### config.mk
export PLATFORM = sky130hd
export DESIGN_NAME = sdram_arb_flat
export DESIGN_NICKNAME = d
export VERILOG_FILES = /design/src/rtl/sdram_arb_if.sv /design/src/rtl/sdram_arb.sv /design/src/flat_wrapper.sv
export SDC_FILE = /design/constraint.sdc
export NUM_CORES = 1
export LEC_CHECK = 0
export CAP_MARGIN = 5
export CELL_PAD_IN_SITES_DETAIL_PLACEMENT = 1
export CELL_PAD_IN_SITES_GLOBAL_PLACEMENT = 1
export CORE_MARGIN = 2
export CORE_UTILIZATION = 23
export DETAILED_ROUTE_END_ITERATION = 10
export GPL_TIMING_DRIVEN = 0
export MAX_ROUTING_LAYER = met4
export PLACE_DENSITY = 0.85
export SLEW_MARGIN = 10
export SYNTH_ARGS = -nofsm -noshare
export SYNTH_HDL_FRONTEND = slang
export SYNTH_SLANG_ARGS = --single-unit
export TNS_END_PERCENT = 5
### constraint.sdc
create_clock -name clk -period 3.2 [get_ports clk]
set_input_delay 0.64 -clock clk [delete_from_list [all_inputs] [get_ports clk]]
set_output_delay 0.64 -clock clk [all_outputs]
set_load 0.05 [all_outputs]
### src/rtl/sdram_arb_if.sv
// Requester + controller bus bundle for sdram_arb. The arbiter uses the slave
// modport; the surrounding environment (requesters and controller) uses master.
interface sdram_arb_if #(
  parameter int NPORT = 3
);
  logic [2*NPORT-1:0]  p_req;
  logic [NPORT-1:0]    p_ack;
  logic [2*NPORT-1:0]  p_mask;
  logic [32*NPORT-1:0] p_addr;
  logic [16*NPORT-1:0] p_din;
  logic [15:0]         p_dout;
  logic [NPORT-1:0]    p_valid;

  logic [1:0]          m_req;
  logic                m_ack;
  logic [1:0]          m_mask;
  logic [31:0]         m_addr;
  logic [15:0]         m_din;
  logic [15:0]         m_dout;
  logic                m_valid;

  modport master (
    output p_req, p_mask, p_addr, p_din, m_ack, m_dout, m_valid,
    input  p_ack, p_dout, p_valid, m_req, m_mask, m_addr, m_din
  );

  modport slave (
    input  p_req, p_mask, p_addr, p_din, m_ack, m_dout, m_valid,
    output p_ack, p_dout, p_valid, m_req, m_mask, m_addr, m_din
  );
endinterface

### src/rtl/sdram_arb.sv
// N-port arbiter in front of the single-command SDRAM controller.
// Optional macro SDRAM_ARB_RR_EN selects round-robin instead of fixed priority.
module sdram_arb #(
  parameter int NPORT = 3,
  parameter int BL    = 4
) (
  input  logic      clk,
  input  logic      reset,
  sdram_arb_if.slave bus
);

  localparam int GW = (NPORT > 1) ? $clog2(NPORT) : 1;
  localparam int CW = (BL > 1) ? $clog2(BL) : 1;

  typedef enum logic [1:0] {IDLE, ISSUE, RDATA} state_e;

  state_e         state_q;
  logic [GW-1:0]  gnt_q;
  logic [CW-1:0]  rd_cnt_q;
  logic [1:0]     m_req_q;
  logic [1:0]     m_mask_q;
  logic [31:0]    m_addr_q;
  logic [15:0]    m_din_q;

  logic           any_req;
  logic [GW-1:0]  win;
  logic [1:0]     win_req;
  logic [1:0]     win_mask;
  logic [31:0]    win_addr;
  logic [15:0]    win_din;

`ifdef SDRAM_ARB_RR_EN
  logic [GW-1:0]  last_q;

  // Search starts just after the last served port so it ranks lowest next time.
  always_comb begin : sel_rr
    int unsigned idx;
    any_req  = 1'b0;
    win      = '0;
    win_req  = '0;
    win_mask = '0;
    win_addr = '0;
    win_din  = '0;
    for (int unsigned k = 0; k < NPORT; k++) begin
      idx = (32'(last_q) + 32'd1 + k) % NPORT;
      if (!any_req && bus.p_req[2*idx +: 2] != 2'b00) begin
        any_req  = 1'b1;
        win      = GW'(idx);
        win_req  = bus.p_req[2*idx +: 2];
        win_mask = bus.p_mask[2*idx +: 2];
        win_addr = bus.p_addr[32*idx +: 32];
        win_din  = bus.p_din[16*idx +: 16];
      end
    end
  end
`else
  always_comb begin : sel_fixed
    any_req  = 1'b0;
    win      = '0;
    win_req  = '0;
    win_mask = '0;
    win_addr = '0;
    win_din  = '0;
    for (int unsigned i = 0; i < NPORT; i++) begin
      if (!any_req && bus.p_req[2*i +: 2] != 2'b00) begin
        any_req  = 1'b1;
        win      = GW'(i);
        win_req  = bus.p_req[2*i +: 2];
        win_mask = bus.p_mask[2*i +: 2];
        win_addr = bus.p_addr[32*i +: 32];
        win_din  = bus.p_din[16*i +: 16];
      end
    end
  end
`endif

  always_ff @(posedge clk or negedge reset) begin
    if (!reset) begin
      state_q  <= IDLE;
      gnt_q    <= '0;
      rd_cnt_q <= '0;
      m_req_q  <= 2'b00;
      m_mask_q <= 2'b11;
      m_addr_q <= '0;
      m_din_q  <= '0;
`ifdef SDRAM_ARB_RR_EN
      last_q   <= GW'(NPORT - 1);
`endif
    end else begin
      case (state_q)
        IDLE: begin
          if (any_req) begin
            gnt_q    <= win;
            m_req_q  <= win_req;
            m_mask_q <= win_mask;
            m_addr_q <= win_addr;
            m_din_q  <= win_din;
            state_q  <= ISSUE;
          end else begin
            m_req_q  <= 2'b00;
          end
        end
        // Command fields stay frozen here: the controller samples the address twice.
        ISSUE: begin
          if (bus.m_ack) begin
            m_req_q <= 2'b00;
`ifdef SDRAM_ARB_RR_EN
            last_q  <= gnt_q;
`endif
            if (m_req_q == 2'b10) begin
              rd_cnt_q <= '0;
              state_q  <= RDATA;
            end else begin
              state_q  <= IDLE;
            end
          end
        end
        RDATA: begin
          if (bus.m_valid) begin
            rd_cnt_q <= rd_cnt_q + 1'b1;
            if (rd_cnt_q == CW'(BL - 1)) state_q <= IDLE;
          end
        end
        default: state_q <= IDLE;
      endcase
    end
  end

  always_comb begin
    bus.p_ack   = '0;
    bus.p_valid = '0;
    if (state_q == ISSUE) bus.p_ack[gnt_q]   = bus.m_ack;
    if (state_q == RDATA) bus.p_valid[gnt_q] = bus.m_valid;
  end

  assign bus.p_dout = bus.m_dout;
  assign bus.m_req  = m_req_q;
  assign bus.m_mask = m_mask_q;
  assign bus.m_addr = m_addr_q;
  assign bus.m_din  = m_din_q;

endmodule
### src/flat_wrapper.sv
// flat-port wrapper written by rule: the top's interface ports become plain ports
module sdram_arb_flat 
#(
  parameter int NPORT = 3,
  parameter int BL    = 4
)
  (clk, reset, bus_p_req, bus_p_mask, bus_p_addr, bus_p_din, bus_m_ack, bus_m_dout, bus_m_valid, bus_p_ack, bus_p_dout, bus_p_valid, bus_m_req, bus_m_mask, bus_m_addr, bus_m_din);
  sdram_arb_if #(.NPORT(NPORT)) bus_i ();
  input  logic clk;
  input  logic reset;
  input wire logic [$bits(bus_i.p_req)-1:0] bus_p_req;
  input wire logic [$bits(bus_i.p_mask)-1:0] bus_p_mask;
  input wire logic [$bits(bus_i.p_addr)-1:0] bus_p_addr;
  input wire logic [$bits(bus_i.p_din)-1:0] bus_p_din;
  input wire logic [$bits(bus_i.m_ack)-1:0] bus_m_ack;
  input wire logic [$bits(bus_i.m_dout)-1:0] bus_m_dout;
  input wire logic [$bits(bus_i.m_valid)-1:0] bus_m_valid;
  output wire logic [$bits(bus_i.p_ack)-1:0] bus_p_ack;
  output wire logic [$bits(bus_i.p_dout)-1:0] bus_p_dout;
  output wire logic [$bits(bus_i.p_valid)-1:0] bus_p_valid;
  output wire logic [$bits(bus_i.m_req)-1:0] bus_m_req;
  output wire logic [$bits(bus_i.m_mask)-1:0] bus_m_mask;
  output wire logic [$bits(bus_i.m_addr)-1:0] bus_m_addr;
  output wire logic [$bits(bus_i.m_din)-1:0] bus_m_din;
  assign bus_i.p_req = bus_p_req;
  assign bus_i.p_mask = bus_p_mask;
  assign bus_i.p_addr = bus_p_addr;
  assign bus_i.p_din = bus_p_din;
  assign bus_i.m_ack = bus_m_ack;
  assign bus_i.m_dout = bus_m_dout;
  assign bus_i.m_valid = bus_m_valid;
  assign bus_p_ack = bus_i.p_ack;
  assign bus_p_dout = bus_i.p_dout;
  assign bus_p_valid = bus_i.p_valid;
  assign bus_m_req = bus_i.m_req;
  assign bus_m_mask = bus_i.m_mask;
  assign bus_m_addr = bus_i.m_addr;
  assign bus_m_din = bus_i.m_din;
  sdram_arb #(.NPORT(NPORT), .BL(BL)) u_core (.clk(clk), .reset(reset), .bus(bus_i));
endmodule
==> run_results.csv, run 1 <==
group,metric,value,unit
grt,grt_pass1_vias,3987,
synth,ys_warn_count,0,
critical_path,arrival,2420,ps
run,drv_cap,0,
finish,stdcell_area,0.00569,mm2
finish,drive_above_1_share,0.0764,
placement,gp_congestion,0.800,
synth,syn_area_per_cell,8.46,um2
power_and_ir_drop,p_switching,2.62,mW
routing,drtIter0Drc,109,
synth,mappedNetlistArea,0.00289,mm2
routing,wirelength,12800,um
floorplanning,io_pins,250,
sta,rsz0062_at_grt,"false",
synth,synth_top_area_cell,"dfrtp_1",
cts,clockBufferDepth,2,
cts,cts_tree,"yes",
power_and_ir_drop,p_sw_frac,0.488,
outcome,status,"finished, final reports clean",
sta,maxClockFrequency,0.327,GHz
placement,hpwl,10300,um
synth,synthTopCellsByArea,"dfrtp_1, nor2_1, o22ai_1",
critical_path,cp-end-kind,"primary output",
grt,grt_pass1_wl,19500,um
sta,min_period,3060,ps
cts,cts_resized,0,
sta,hold_violations,0,
synth,synth_edf_count,0,
sta,slew_viol_final,0,
synth,synth_cell_type_count,29,
routing,dr.pass1.iters,4,
critical_path,critPathLaunchType,"input pin",
floorplanning,die_h,116,um
critical_path,worstPathRequired,2560,ps
floorplanning,core_area,0.0121,mm2
finish,fillCellCount,1440,
routing,viasPerCell,4.68,
routing,dr_total_vias,3543,
sta,setup_viol,0,
grt,grt_start_max_net_pins,59,
grt,grtUsageTotal,0.196,
sta,finalClockSkew,6.64,ps
synth,synthMostInstantiatedCell,"nor2_1",
routing,detail-route-antenna-nets,0,
synth,ys_async_sr_fraction,1.00,
power_and_ir_drop,p_leak,2.30,nW
floorplanning,die_area,0.0135,mm2
routing,routedWlPerCell,17.0,um
synth,synth_seq_area_share,0.504,
finish,syn2layout_area_growth,97.1,%
sta,finalSetupTns,0,ps
cts,cts-buffers-inserted,9,
floorplanning,num_rows,40,
power_and_ir_drop,clkPwrFrac,0.161,
critical_path,reg2reg_depth,5,
synth,ys_ff_latch,58,
placement,place_area,0.00543,mm2
power_and_ir_drop,pwr_density_cell,944,mW/mm2
min_path,hp-class,"in -> async",
critical_path,r2r_slack,1360,ps
synth,syn-instance-count,341,
placement,port_buffers,233,
routing,drc_errors,0,
cts,root_buffer,"clkbuf_16",
floorplanning,initial_core_util,0.238,
finish,fin_util,0.470,
grt,overflow,0,
critical_path,cp_max_fo,6,
critical_path,r2r_start,"u_core.state_q[0]$_DFFE_PN0P_",
cts,cts_setup_buffers,0,
sta,worst_pin_slew,765,ps
power_and_ir_drop,power_frac_seq,0.250,
finish,diodes,0,
synth,synth_nets,518,
power_and_ir_drop,comb_power_share,0.589,
grt,antenna_found_initial,0,
power_and_ir_drop,ir_drop,347,uV
placement,dp_cells,742,
synth,synth_top_cell_area_share,0.486,
floorplanning,die_width,116,um
cts,htree_levels,3,
cts,clk_pin_slew,50,ps
sta,period_share,0.955,
sta,relSlewSlack,0.490,
cts,ctsHoldBuffers,0,
synth,synth.top_cells.by_count,"nor2_1, dfrtp_1, nor3_1, o22ai_1, buf_4",
cts,clock-sinks,58,
finish,nets,762,
critical_path,r2r_end,"u_core.bus.m_addr[16]$_DFFE_PN0P_",
synth,synth_ff_type,"dfrtp_1",
cts,clock_latency,330,ps
critical_path,path_class,"in -> out",
finish,stdcell_count,757,
power_and_ir_drop,internal_power,2.75,mW
## state kept, by name (all words and copies together), names as in the netlist
name	flops
u_core.bus.m_addr	32
u_core.bus.m_din	16
u_core.bus.m_mask	2
u_core.bus.m_req	2
u_core.gnt_q	2
u_core.rd_cnt_q	2
u_core.state_q	2
## worst max-delay path, stage by stage
cell and delay, ps:
clkdlybuf4s50_1 530, nand2_1 170, nor3_1 230, clkdlybuf4s50_1 850
## kinds of logic after synthesis
group	Yosys count	synth area share
adder cells (fa/ha/maj)	1	0.00434
buffers and inverters	41	0.0794
flip-flops	58	0.504
AO/OA/AOI/OAI	65	0.143
AND/OR/NAND/NOR	176	0.269
## power by group through the flow
stage | clock [mW] | sequential, mW | combinational, mW
floorplan | 0 | 2.42 | 0.857
global placement | 0 | 1.33 | 3.11
detailed placement | 0 | 1.36 | 3.19
CTS | 0.888 | 1.35 | 3.20
global route | 0.926 | 1.39 | 3.37
finish | 0.866 | 1.34 | 3.16
## metal layers
layer / track usage / up-vias / part of all wire
met5: - / - / 0
met4: 0.0548 / 0 / 0.013
met3: 0.0706 / 13 / 0.099
met2: 0.347 / 177 / 0.50
met1: 0.206 / 1689 / 0.39
li1: - / 1664 / -
## final cells by class
| class | instances | area, um2 | area share |
|---|---|---|---|
| buffer | 36 | 210 | 0.0370 |
| clock buffer | 11 | 243 | 0.0427 |
| clock inverter | 4 | 20.0 | 0.00352 |
| inverter | 5 | 18.8 | 0.00330 |
| multi-input combinational | 242 | 1200 | 0.211 |
| sequential | 58 | 1450 | 0.256 |
| tap | 168 | 210 | 0.0370 |
| timing repair buffer | 233 | 2330 | 0.410 |
## how the worst max path moves through the flow
stage                     start                               to  slack, ps  cells after the start
floorplan             bus_m_ack                     bus_p_ack[0]        700                      2
global placement          reset  u_core.bus.m_din[7]$_DFFE_PN0P_       -500                      1
detailed placement  bus_m_valid                   bus_p_valid[0]        150                      4
CTS                 bus_m_valid                   bus_p_valid[0]        140                      4
global route          bus_m_ack                     bus_p_ack[0]         60                      4
finish              bus_m_valid                   bus_p_valid[0]        140                      4
## placed cells by master, fill, tap and decap left out, types with 4 or more instances in the layout
cell / instances
dfrtp_1: 56
o22ai_1: 50
inv_1: 5
clkinv_2: 4
buf_4: 18
nor3_1: 51
buf_2: 9
nand2_1: 5
clkdlybuf4s50_1: 232
clkbuf_1: 11
nor2_1: 106
clkbuf_16: 9
## through the flow
stage               hold slack, ps  worst slack (ps)  power (mW)
floorplan                      344               699        3.27
global placement               485              -504        4.44
detailed placement             501               147        4.55
CTS                            419               139        5.43
global route                   462              58.7        5.68
finish                         393               143        5.37
No activity file was read; power rests on OpenSTA's default activity.
==> run 2: changes to the inputs <==
--- a/config.mk
+++ b/config.mk
@@ -8,10 +8,9 @@
 export CAP_MARGIN = 5
 export CELL_PAD_IN_SITES_DETAIL_PLACEMENT = 1
 export CELL_PAD_IN_SITES_GLOBAL_PLACEMENT = 1
-export CORE_MARGIN = 2
+export CORE_MARGIN = 5
 export CORE_UTILIZATION = 23
 export DETAILED_ROUTE_END_ITERATION = 10
-export GPL_TIMING_DRIVEN = 0
 export MAX_ROUTING_LAYER = met4
 export PLACE_DENSITY = 0.85
 export SLEW_MARGIN = 10
==> run 2 against run 1 <==
  * Non-clock buffer count decreased by 42
  * Worst setup slack better by 630 ps
  * Critical path type unchanged
  * Largest power group unchanged
  * Global-route usage decreased by 1.6 points
  * Sequential cell count unchanged
  * Power up 2.6%
  * Die area up 11%
  * Sequential power is essentially flat
  * Hold slack better by 87 ps
  * Clock-buffer cell count grew 3
  * Utilization decreased by 2.9 points
  * Register-to-register slack lost 160 ps
==> run_results.csv, run 2 (synthesis gave the netlist of run 1 again) <==
group,metric,value,unit
grt,grt_start_max_net_pins,59,
routing,detail-route-antenna-nets,0,
routing,dr.pass1.iters,4,
placement,dp_cells,703,
power_and_ir_drop,ir_drop,446,uV
routing,viasPerCell,4.70,
cts,cts_setup_buffers,0,
sta,worst_pin_slew,765,ps
outcome,status,"finished, final reports clean",
cts,cts-buffers-inserted,9,
sta,finalSetupTns,0,ps
sta,finalClockSkew,7.60,ps
finish,fillCellCount,1453,
power_and_ir_drop,pwr_density_cell,1000,mW/mm2
routing,wirelength,12900,um
finish,stdcell_count,720,
finish,largest_reg_flops,32,
cts,root_buffer,"clkbuf_16",
placement,place_area,0.00515,mm2
finish,syn2layout_area_growth,90.4,%
routing,dr_total_vias,3385,
critical_path,arrival,1780,ps
cts,clockBufferDepth,2,
min_path,hp-class,"in -> async",
critical_path,cp_max_fo,6,
sta,min_period,2420,ps
finish,final_cell_mix,"clkdlybuf4s50_1, nor2_1, dfrtp_1, nor3_1, o22ai_1",
grt,grt_pass1_vias,3989,
routing,routedWlPerCell,17.9,um
critical_path,path_class,"in -> out",
placement,port_buffers,217,
grt,grt_pass1_wl,20300,um
cts,ctsHoldBuffers,0,
sta,rsz0062_at_grt,"false",
finish,drive_above_1_share,0.0639,
power_and_ir_drop,p_leak,2.21,nW
cts,clock-sinks,58,
floorplanning,die_width,122,um
cts,cts_tree,"yes",
critical_path,cp-end-kind,"primary output",
floorplanning,num_rows,41,
finish,diodes,0,
cts,cts_resized,0,
cts,clock_latency,320,ps
critical_path,critPathLaunchType,"input pin",
floorplanning,core_area,0.0125,mm2
grt,overflow,0,
grt,grtUsageTotal,0.180,
sta,setup_viol,0,
finish,final_common_cell,"clkdlybuf4s50_1",
finish,stdcell_area,0.00549,mm2
floorplanning,die_h,122,um
sta,period_share,0.757,
critical_path,worstPathRequired,2560,ps
grt,antenna_found_initial,0,
floorplanning,initial_core_util,0.231,
routing,drc_errors,0,
sta,maxClockFrequency,0.413,GHz
cts,htree_levels,3,
sta,slew_viol_final,0,
routing,drtIter0Drc,123,
floorplanning,die_area,0.0149,mm2
run,drv_cap,0,
cts,clk_pin_slew,50,ps
finish,nets,720,
floorplanning,io_pins,250,
sta,timing.hold.ws,479,ps
placement,hpwl,10300,um
sta,hold_violations,0,
sta,relSlewSlack,0.490,
placement,gp_congestion,0.772,
run 2: changes by cell type in the layout (fill, tap and decap cells not counted), sizes merged:
| cell | change |
|---|---|
| clkbuf | -7 |
| buf | -10 |
| bufinv | +2 |
| clkdlybuf4s50 | -22 |
| clkinv | -4 |
run 2: power by group:
group          internal (mW)  switching [mW]  total (mW)
Clock                  0.703           0.313        1.02
Sequential              1.11           0.234        1.34
Combinational           1.12            2.03        3.15
Total                   2.93            2.58        5.51
run 2: layer usage:
layer  track usage  routed length, um
met1         0.199               5130
met2         0.304               6240
met3        0.0669               1350
met4        0.0532                209
met5             -                  0
run 2: final timing paths:
| path | startpoint | end | slack (ps) | cells past startpoint |
|---|---|---|---|---|
| worst max-delay path | bus_m_ack | bus_p_ack[0] | 780 | 4 |
| min in group clk | u_core.rd_cnt_q[0]$_DFFE_PN0P_ | u_core.rd_cnt_q[0]$_DFFE_PN0P_ | 510 | 1 |
| worst max register to register | u_core.state_q[0]$_DFFE_PN0P_ | u_core.bus.m_addr[18]$_DFFE_PN0P_ | 1200 | 5 |
| max in group asynchronous | reset | u_core.bus.m_addr[12]$_DFFE_PN0P_ | 2210 | 2 |
| worst min-delay path | reset | u_core.bus.m_din[10]$_DFFE_PN0P_ | 480 | 2 |
| worst min register to register | u_core.rd_cnt_q[0]$_DFFE_PN0P_ | u_core.rd_cnt_q[0]$_DFFE_PN0P_ | 510 | 1 |
run 2: cell type report:
type / instances / area (um2) / share of cell area
clock buffer: 14 / 254 / 0.0462
clock inverter: 2 / 60.1 / 0.0109
inverter: 5 / 18.8 / 0.00342
multi-input combinational: 242 / 1230 / 0.224
sequential: 58 / 1450 / 0.265
tap: 172 / 215 / 0.0392
timing repair buffer: 227 / 2260 / 0.411
run 2: metrics by stage:
stage	util	worst slack, ps	power, mW
2_1_floorplan	-	699	3.27
3_3_place_gp	0.413	278	4.40
3_5_place_dp	0.413	145	4.50
4_1_cts	0.439	480	5.55
5_1_grt	0.441	692	5.83
6_report	0.441	776	5.51
run 2: worst max-delay path, cell delays in order:
cell and delay (ps):
clkdlybuf4s50_1 490, nand3b_1 220, nor3_1 200, buf_4 230
==> edit 1: new RTL, settings of run 1 <==
The option `SDRAM_ARB_RR_EN` is turned on by a define.
--- a/src/rtl/sdram_arb.sv
+++ b/src/rtl/sdram_arb.sv
@@ -1,4 +1,6 @@
 // N-port arbiter in front of the single-command SDRAM controller.
 // Optional macro SDRAM_ARB_RR_EN selects round-robin instead of fixed priority.
+`define SDRAM_ARB_RR_EN
+
 module sdram_arb #(
   parameter int NPORT = 3,
Check against the original RTL: not equivalent (a bounded check fails within 4 cycles, from zero or initial values and one cycle with reset low).
==> edit 1 against run 1 <==
The flow now finishes with violations (setup timing). Final area is 100% higher. Sequential share of layout area fell by 12 points. Synthesized area rose to 2.7 times the old value. Critical path type is now flip-flop to flip-flop. Routed wire length rose to 2.8 times the old value. Register-to-register slack worse by 1.7 ns. Count of clock-buffer cells in the layout unchanged. Fmax fell by 15%. Worst setup slack got worse by 0.52 ns. Global-route usage grew 0.73 points. Clock skew up 0.0019 ns. Sequential cell count is 2 higher.
Power is not shown: default switching activity piles up to over one toggle a cycle in this logic, so the estimate is an artifact.
==> edit 1: results <==
export IMPL_wl_um=35500
export IMPL_drt_pass1_iterations=5
export IMPL_postCtsSetupRepairBufs=18
export IMPL_clock_sinks=60
export IMPL_synth_seq_area_share=0.197
export IMPL_path_clk_slew_ns=0.07
export IMPL_synth_cell_types=52
export IMPL_tns_ns=-15.67
export IMPL_antenna_found_initial=1
export IMPL_synth_common_cells="nand2_1 (109), mux2i_1 (106), nor2_1 (58)"
export IMPL_finalSetupViolCount=52
export IMPL_crit_path_max_incr_delay_ns=0.57
export IMPL_cp_arrival_ns=3.81
export IMPL_post_dp_cell_area_um2=10700
export IMPL_vias=8348
export IMPL_insertion_delay_ns=0.35
export IMPL_drive_above_1_share=0.243
export IMPL_signal_buffers=360
export IMPL_final_setup_worst_slack_ns=-0.378
export IMPL_fill_cells=3856
export IMPL_die_w_um=186
export IMPL_first_iter_violations=351
export IMPL_holdWs_ns=0.232
export IMPL_nets=1328
export IMPL_hpwl_um=25700
export IMPL_grtUsageTotal=0.203
export IMPL_grt_max_degree=32
export IMPL_status="finished, violations left"
export IMPL_fin_cells=1588
export IMPL_crit_end="u_core.bus.m_addr[25]"
export IMPL_start_kind="flip-flop"
export IMPL_num_multi_input_gates=700
export IMPL_cts_resized=56
export IMPL_antennaDiodeCount=1
export IMPL_regArea_um2=1510
export IMPL_post_place_ws_ns=-1.04
export IMPL_clock_area_frac=0.0253
export IMPL_grt_pass1_wl_um=53500
export IMPL_r2r_start="u_core.last_q[1]"
export IMPL_multi_input_area_um2=5680
export IMPL_failed_checks="setup timing"
export IMPL_seq_share=0.132
export IMPL_critPathMaxFanout=8
export IMPL_grt_pass1_vias=8997
export IMPL_gp_congestion=0.830
export IMPL_cp_slowest_cell="dfstp_2"
export IMPL_nonClkBufAreaFrac=0.295
export IMPL_inv_count=9
export IMPL_clock_skew_ns=0.00850
export IMPL_synthTopCellsByArea="dfrtp_1 (19%), mux2i_1 (14%), mux2_4 (9.8%)"
edit 1: changes by cell type in the layout (fill, tap and decap cells not counted), sizes merged, moves of 51 or more:
cell and change:
buf +53, mux2 +105, mux2i +106, nand2 +104, nand4 +51, o211ai +51, o21ai +55
edit 1: logic make-up (layout without fill, tap and decap cells):
logic type | count (synthesis) | in the layout | share of synthesized area
xor gates and xnor gates | 2 | 2 | 0.00229
DFF | 60 | 60 | 0.197
muxes | 211 | 211 | 0.317
other | 0 | 1 | 0
AOI/OAI and AO/OA | 235 | 235 | 0.241
buffers and inverters | 114 | 385 | 0.0817
adders and majority gates | 12 | 12 | 0.0196
and+or+nand+nor | 240 | 240 | 0.142
edit 1: per-layer routing:
| layer | vias to the layer above | track usage | part of all wire |
|---|---|---|---|
| met5 | - | - | 0 |
| met4 | 0 | 0.0614 | 0.023 |
| met3 | 66 | 0.0325 | 0.058 |
| met2 | 336 | 0.351 | 0.50 |
| met1 | 4178 | 0.243 | 0.42 |
| li1 | 3768 | - | - |
==> edit 2: new RTL, settings of run 1 <==
Made on the original files. The 3 states of `state_e` get a one-hot encoding in 3 bits.
--- a/src/rtl/sdram_arb.sv
+++ b/src/rtl/sdram_arb.sv
@@ -13,5 +13,5 @@
   localparam int CW = (BL > 1) ? $clog2(BL) : 1;
 
-  typedef enum logic [1:0] {IDLE, ISSUE, RDATA} state_e;
+  typedef enum logic [2:0] {IDLE = 3'b001, ISSUE = 3'b010, RDATA = 3'b100} state_e;
 
   state_e         state_q;
Function: same outputs for any inputs over 4 cycles, from zero or initial values and one cycle with reset low; so few cycles prove little.
==> edit 2 against run 1 <==
Fmax grew 0.28%. Sequential power about the same. Routed wire length rose by 12%. Hold slack gained 0.011 ns. Die area is 11% higher. Via count grew 6.6%. Critical endpoint is now bus_p_valid[2]. Worst setup slack improved by 0.0086 ns. Synthesized area rose by 11%. Sequential cell count increased by 1. Power increased by 7.5%. Clock power up 42%. Final area grew 8.0%. First-iteration DRC count is 23% higher. Largest power group unchanged.
==> edit 2: results <==
export IMPL_status="finished, final reports clean"
export IMPL_io_buffers=233
export IMPL_synth_fa_ha_area_frac=0.00390
export IMPL_syn_num_nets=486
export IMPL_wl_met1_um=5730
export IMPL_reg2regPathDepth=4
export IMPL_insertion_delay_ns=0.32
export IMPL_synthTopCellsByArea="dfrtp_1 (44%), a221oi_1 (14%), o2bb2ai_1 (14%)"
export IMPL_switching_share=0.450
export IMPL_cts_max_level=3
export IMPL_synth_cell_types=29
export IMPL_relSlewSlack=0.481
export IMPL_dr_wl_met2_um=7510
export IMPL_numCtsBuffers=9
export IMPL_grt_pass1_vias=4053
export IMPL_cts_root_to_sink_buffers=2
export IMPL_gp_congestion=0.832
export IMPL_nets=730
export IMPL_grt_max_degree=60
export IMPL_cp_slowest_cell="clkdlybuf4s50_1"
export IMPL_highest_layer="met4"
export IMPL_clock_skew_ns=0.00422
export IMPL_grt_pass1_wl_um=21600
export IMPL_path_clk_slew_ns=0.05
export IMPL_timing_rr_end="u_core.bus.m_addr[8]"
export IMPL_via_per_inst=5.10
export IMPL_post_place_ws_ns=0.200
export IMPL_largest_reg_flops=32
export IMPL_muxShareOfSynthArea=0.00703
export IMPL_grtUsageTotal=0.193
export IMPL_crit_path_max_incr_delay_ns=0.81
export IMPL_wl_met3_um=859
export IMPL_cp_arrival_ns=2.41
export IMPL_grtUsageMet2=0.332
export IMPL_synth_common_cells="dfrtp_1 (56), a221oi_1 (50), o2bb2ai_1 (50)"
export IMPL_globalRouteMet3Util=0.0421
export IMPL_reg2reg_slack_ns=1.24
export IMPL_power_leakage_nw=2.37
export IMPL_postCtsSetupRepairBufs=0
export IMPL_r2r_start="u_core.state_q[0]"
export IMPL_yosys_warnings=0
export IMPL_synth_seq_area_share=0.462
export IMPL_hpwl_um=11200
export IMPL_cp_top_family="simple AND/OR/NAND/NOR gates"
export IMPL_min_path_type="input port to asynchronous set/reset pin"
export IMPL_drive_above_1_share=0.106
export IMPL_synth_compound_area_share=0.387
export IMPL_cts_root_buffer="clkbuf_16"
export IMPL_fill_cells=1525
export IMPL_ir_drop_v=0.000411
export IMPL_wire_per_inst_um=19.4
export IMPL_antenna_found_initial=2
export IMPL_first_iter_violations=134
export IMPL_critPathMaxFanout=6
export IMPL_use_met1=0.225
## edit 2: per-stage QoR
step / cell area (µm²) / power (W) / hold WS, ns / cells
global placement: 5760 / 0.00447 / 0.470 / 722
global route: 6140 / 0.00606 / 0.471 / 740
detailed placement: 5760 / 0.00457 / 0.471 / 722
CTS: 6140 / 0.00582 / 0.429 / 738
finish: 6140 / 0.00577 / 0.404 / 740
floorplan: 3200 / 0.00331 / 0.344 / 309
## edit 2: what timing repair did
| action | 4_1_cts | 5_1_grt |
|---|---|---|
| endpoints found under the hold margin | 0 | 0 |
| resized for setup | 0 | 1 |
| endpoints found under the setup margin | 0 | 1 |
## edit 2: worst max path at each step
stage	depth (start not counted)	endpoint	slack, ns	from
final	4	bus_p_valid[2]	0.15	u_core.state_q[2]
after global routing	4	bus_p_valid[2]	0.05	u_core.state_q[2]
after CTS	4	bus_p_valid[0]	0.06	u_core.state_q[2]
after detailed placement	4	bus_p_valid[0]	0.20	bus_m_valid
after global placement	1	u_core.bus.m_addr[14]	-0.50	reset
after floorplan	3	bus_p_valid[0]	0.54	u_core.state_q[2]
## edit 2: final cells by class
class	instances	area share
sequential	59	0.241
timing repair buffer	233	0.380
tap	180	0.0367
clock inverter	4	0.0196
antenna	2	0.000815
buffer	48	0.0426
multi-input combinational	200	0.237
inverter	2	0.00122
clock buffer	12	0.0418
## edit 2: power by group through the flow
| stage | registers, W | logic [W] | clock network [W] |
|---|---|---|---|
| floorplan | 0.00240 | 0.000908 | 0 |
| global placement | 0.00133 | 0.00314 | 0 |
| detailed placement | 0.00134 | 0.00323 | 0 |
| CTS | 0.00134 | 0.00324 | 0.00124 |
| global route | 0.00138 | 0.00340 | 0.00128 |
| finish | 0.00134 | 0.00320 | 0.00123 |
